File: config.mk
export PLATFORM = sky130hd
export DESIGN_NAME = stream_ramp_src
export DESIGN_NICKNAME = d
export VERILOG_FILES = /design/src/rtl/stream_pkg.sv /design/src/rtl/stream_ramp_src.sv
export SDC_FILE = /design/constraint.sdc
export NUM_CORES = 1
export LEC_CHECK = 0
export ABC_CLOCK_PERIOD_IN_PS = 4900
export CORE_ASPECT_RATIO = 0.6
export CORE_UTILIZATION = 57
export DETAILED_ROUTE_END_ITERATION = 8
export PLACE_DENSITY = 0.85
export SYNTH_ARGS = -nofsm -noshare
export SYNTH_HDL_FRONTEND = slang
export SYNTH_SLANG_ARGS = --single-unit
File: constraint.sdc
create_clock -name i_clock -period 4.9 [get_ports i_clock]
set_input_delay 0.735 -clock i_clock [delete_from_list [all_inputs] [get_ports i_clock]]
set_output_delay 0.735 -clock i_clock [all_outputs]
set_load 0.01 [all_outputs]
File: src/rtl/stream_pkg.sv
// stream_pkg
//   Shared definitions for the valid/ready stream traffic blocks
//   (ramp source today, matching ramp checker later).
//   Contents:
//     stream_state_t : run-state encoding shared by source and sink.
package stream_pkg;

  typedef enum logic [1:0] {
    ST_IDLE = 2'd0,
    ST_SEND = 2'd1,
    ST_GAP  = 2'd2,
    ST_DONE = 2'd3
  } stream_state_t;

endpackage

File: src/rtl/stream_ramp_src.sv
// stream_ramp_src
//   Valid/ready stream transmitter that emits an arithmetic ramp
//   (seed, seed+step, seed+2*step, ...) for a programmed number of beats,
//   optionally inserting idle (valid-low) cycles after every accepted beat.
//   All outputs are registered; nothing depends combinationally on ready.
//
//   Ports:
//     i_clock       in   system clock, rising edge
//     i_reset       in   synchronous active-high reset
//     i_start       in   one-cycle run request, honoured only when idle
//     i_seed        in   first ramp value (latched at start)
//     i_step        in   per-beat increment (latched at start)
//     i_count       in   number of beats to send (latched at start)
//     i_gap         in   idle cycles after each accepted beat (latched at start)
//     o_out_data    out  stream data
//     o_out_valid   out  stream valid
//     i_out_ready   in   downstream ready
//     o_busy        out  high from the cycle after start through the done pulse
//     o_done        out  one-cycle pulse once the run has finished
//     o_beat_count  out  beats accepted in the current/last run
module stream_ramp_src
  import stream_pkg::*;
#(
  parameter int WIDTH = 16,
  parameter int CNT_W = 16,
  parameter int GAP_W = 8
) (
  input  logic             i_clock,
  input  logic             i_reset,
  input  logic             i_start,
  input  logic [WIDTH-1:0] i_seed,
  input  logic [WIDTH-1:0] i_step,
  input  logic [CNT_W-1:0] i_count,
  input  logic [GAP_W-1:0] i_gap,
  output logic [WIDTH-1:0] o_out_data,
  output logic             o_out_valid,
  input  logic             i_out_ready,
  output logic             o_busy,
  output logic             o_done,
  output logic [CNT_W-1:0] o_beat_count
);

  stream_state_t    state;
  logic [WIDTH-1:0] step_q;
  logic [CNT_W-1:0] count_q;
  logic [GAP_W-1:0] gap_q;
  logic [GAP_W-1:0] gap_cnt;
  logic [WIDTH-1:0] data_q;
  logic             valid_q;
  logic             busy_q;
  logic             done_q;
  logic [CNT_W-1:0] beat_q;
  logic [CNT_W-1:0] beat_next;

  assign beat_next = beat_q + CNT_W'(1);

  // Single-process FSM with registered outputs.
  // SEND is entered from IDLE with valid still low: the first cycle in SEND
  // is a load cycle that raises valid, so the first beat appears two edges
  // after start is sampled. A zero-length run mirrors that latency by
  // spending one cycle in DONE before pulsing o_done. Returning from GAP
  // raises valid directly, so the idle stretch is exactly gap cycles.
  always_ff @(posedge i_clock) begin
    if (i_reset) begin
      state   <= ST_IDLE;
      step_q  <= '0;
      count_q <= '0;
      gap_q   <= '0;
      gap_cnt <= '0;
      data_q  <= '0;
      valid_q <= 1'b0;
      busy_q  <= 1'b0;
      done_q  <= 1'b0;
      beat_q  <= '0;
    end else begin
      case (state)
        ST_IDLE: begin
          if (i_start) begin
            step_q  <= i_step;
            count_q <= i_count;
            gap_q   <= i_gap;
            data_q  <= i_seed;
            beat_q  <= '0;
            busy_q  <= 1'b1;
            state   <= (i_count == '0) ? ST_DONE : ST_SEND;
          end
        end

        ST_SEND: begin
          if (!valid_q) begin
            valid_q <= 1'b1;
          end else if (i_out_ready) begin
            beat_q <= beat_next;
            if (beat_next == count_q) begin
              valid_q <= 1'b0;
              done_q  <= 1'b1;
              state   <= ST_DONE;
            end else begin
              data_q <= data_q + step_q;
              if (gap_q != '0) begin
                valid_q <= 1'b0;
                gap_cnt <= gap_q;
                state   <= ST_GAP;
              end
            end
          end
        end

        ST_GAP: begin
          if (gap_cnt == GAP_W'(1)) begin
            valid_q <= 1'b1;
            state   <= ST_SEND;
          end else begin
            gap_cnt <= gap_cnt - GAP_W'(1);
          end
        end

        ST_DONE: begin
          if (done_q) begin
            done_q <= 1'b0;
            busy_q <= 1'b0;
            state  <= ST_IDLE;
          end else begin
            done_q <= 1'b1;
          end
        end

        default: state <= ST_IDLE;
      endcase
    end
  end

  assign o_out_data   = data_q;
  assign o_out_valid  = valid_q;
  assign o_busy       = busy_q;
  assign o_done       = done_q;
  assign o_beat_count = beat_q;

endmodule

==> impl_results.md <==
* Outcome: complete, no violations
* Final wirelength at 14500 µm
* Critical R2R Capture: o_out_data[5]$_SDFFE_PP0P_
* Min-Delay Path Class: flip-flop to flip-flop
* Top cell type's share of synthesized area at 0.339
* Final Max Slew Viols at 0
* Root Driver: clkbuf_16
* Mapped Area at 5020 µm²
* Post-Route Setup TNS at 0 ps
* Total global-route track usage at 0.320
* Post-synthesis sequential area ratio at 0.339
* GP Congestion at 0.938
* R2R depth at 9
* Critical Path Sink Type: flip-flop
* Post-CTS resize count at 0
* Part of the cycle the worst path needs at 0.737
* Detailed Place HPWL at 10200 µm
* # IOs at 95
* PortBufs at 94
* RSZ-0062 raised after global routing: false
* Largest net degree at the start of global routing at 83
* Placed Cells at 827
* Place WS at 1390 ps
* Wirelength per Cell at 17.2 µm
* Die area at 9210 µm²
* First-pass GRT wire length at 22500 µm
* Area growth syn-to-layout at 24.7%
* CP Launch Type: flip-flop
* Layout net count at 805
* N_diodes at 0
* Initial core utilization at 0.590
* Library cells used by synthesis at 61
* Hold worst-path end: step_q[0]$_SDFFE_PP0P_
* VDD IR-drop max at 0.191 mV
* Final Hold Fails at 0
* Drc violations at 0
* Largest cells by area after synthesis: dfxtp_1 34%, nand2_1 8.8%, a21oi_1 7.4%, ha_1 4.5%, nor2_1 4.0%
* GR Overflow Total at 0
* Iter 0 DRT Violations at 580
* Flop2flop setup slack at 1290 ps
* Synth area leader: dfxtp_1
* WL met1 at 6770 µm
* CP Data Required Time at 5090 ps
* Total of max-cap violations at 0
* CTS buffer count at 9
* Post-synthesis register bit count at 85
* Sink Count at 85
* Net count after synthesis at 735
* Layout cell share with drive strength beyond 1 at 0.0562
* DR vias at 5189
* Worst slew pin tran at 927 ps
* Clk_skew at 11.5 ps
* Final std cells w/o fill at 842
* Clk slew on worst S/H paths at 70 ps
* DR top layer: met4
* Met3 WL post-DR at 1230 µm
* WL met2 at 6250 µm
* Setup Viol. Count Final at 0
* Avg Inst Size Synth at 7.66 µm²
* Cell count of the worst hold path at 2
* CTS tree: yes
* Hold slack at 469 ps
* Die X at 123 µm
* Number of global-route vias before repair at 4566
* PD cells at 325 nW/µm²
* # Post-CTS Setup Buffers at 0
* Hold bufs inserted after CTS at 0
* Ys flop type: dfxtp_1
* Vias/cell at 6.16
* WP data arrival at 3800 ps
* Hold path startpoint: step_q[0]$_SDFFE_PP0P_
* Post-Syn Instances at 656
* DRT Pass-1 Iters at 5
* CTS H-tree lvls at 3
* CP Class: flip-flop to flip-flop
* Core ar. at 8520 µm²
* Layout Utilization at 0.735
* Reg2reg start: o_beat_count[0]$_SDFFE_PP0P_
* FFs w/ async S/R, synth at 0
* YS warnings at 0
* Fmax at 277 MHz
* Initial antenna violation count at 0
* Max transition margin at 0.380
* Fin worst setup slack at 1290 ps
* Leakage at 2.41 nW
* Most numerous cell in the Yosys netlist: nand2_1
* Min Tclk post-route at 3610 ps
* Clk Latency, worst-skew pair at 350 ps
* Row count at 26
* Worst-path fanout max at 24
* Antenna-violating nets left at 0
* Max clock buf depth at 2
* Top cells by count, synth: 118 x nand2_1, 85 x dfxtp_1, 74 x a21oi_1, 54 x nor2_1, 35 x o21ai_0
* EDFF count, synth at 0
* Die height at 74.7 µm
layout by cell type (no fill, tap or decap), types with 6 or more instances in the layout:
cell type	instances
nand2_1	118
clkdlybuf4s50_1	93
dfxtp_1	85
a21oi_1	74
nor2_1	54
o21ai_0	35
nand3_1	20
ha_1	18
inv_1	17
xor2_1	16
nor3_1	13
xnor2_1	11
a31oi_1	10
mux2i_1	9
clkbuf_16	9
nor4_1	8
a211oi_1	8
and2_1	7
nor2b_1	7
nand4_1	7
a22oi_1	6
o21a_1	6
a21o_1	6
through the flow:
stage	instance area, µm²	power [mW]
detailed placement	5950	1.30
CTS	6260	2.03
floorplan	5020	1.13
global route	6260	2.12
global placement	5950	1.28
finish	6260	2.03
worst max path at each step:
stage | slack (ps) | start | endpoint | cells after the start
detailed placement | 1390 | o_beat_count[0]$_SDFFE_PP0P_ | o_out_data[5]$_SDFFE_PP0P_ | 9
global route | 1040 | o_beat_count[0]$_SDFFE_PP0P_ | o_out_data[6]$_SDFFE_PP0P_ | 9
floorplan | 2290 | o_beat_count[0]$_SDFFE_PP0P_ | o_out_data[2]$_SDFFE_PP0P_ | 11
finish | 1290 | o_beat_count[0]$_SDFFE_PP0P_ | o_out_data[5]$_SDFFE_PP0P_ | 9
global placement | 1580 | o_beat_count[0]$_SDFFE_PP0P_ | o_out_data[9]$_SDFFE_PP0P_ | 9
CTS | 1370 | o_beat_count[0]$_SDFFE_PP0P_ | o_out_data[5]$_SDFFE_PP0P_ | 9
layout make-up:
cell class	count	area, µm²
inverters	17	63.8
multi-input cells	514	3070
well taps	112	140
repair buffers	99	973
clock inverters	6	88.8
flip-flops and latches	85	1700
clock buffers	9	225
fillers	672	2260
routing by layer:
metal,track usage,up-vias
met1,0.449,2445
met3,0.0773,26
met2,0.487,236
li1,-,2482
met4,0.100,0
met5,0,-
sequential cells by signal (all words and copies together), names as in the netlist:
name	flops
state	2
o_out_data	16
o_out_valid	1
step_q	16
o_beat_count	16
o_done	1
o_busy	1
gap_q	8
count_q	16
gap_cnt	8
power breakdown:
group          total [mW]  internal [mW]  switching, mW
Clock               0.730          0.443          0.286
Combinational       0.500          0.219          0.281
Sequential          0.805          0.747         0.0578
Total                2.03           1.41          0.625
kinds of logic after synthesis:
logic type,share of synthesized area
AND/OR/NAND/NOR,0.262
AO/OA/AOI/OAI,0.233
flip-flops,0.339
buffers and inverters,0.0500
XOR/XNOR,0.0471
adder cells (fa/ha/maj),0.0488
multiplexers,0.0202
critical path, cell delays in order (launching register included):
cell	delay, ps
dfxtp_1	500
ha_1	290
nand3_1	340
nor4_1	530
o311ai_1	240
a221oi_2	300
nand4_2	190
o21ai_4	690
mux2i_1	310
nor2_1	80
No activity file was read; power rests on OpenSTA's default activity.
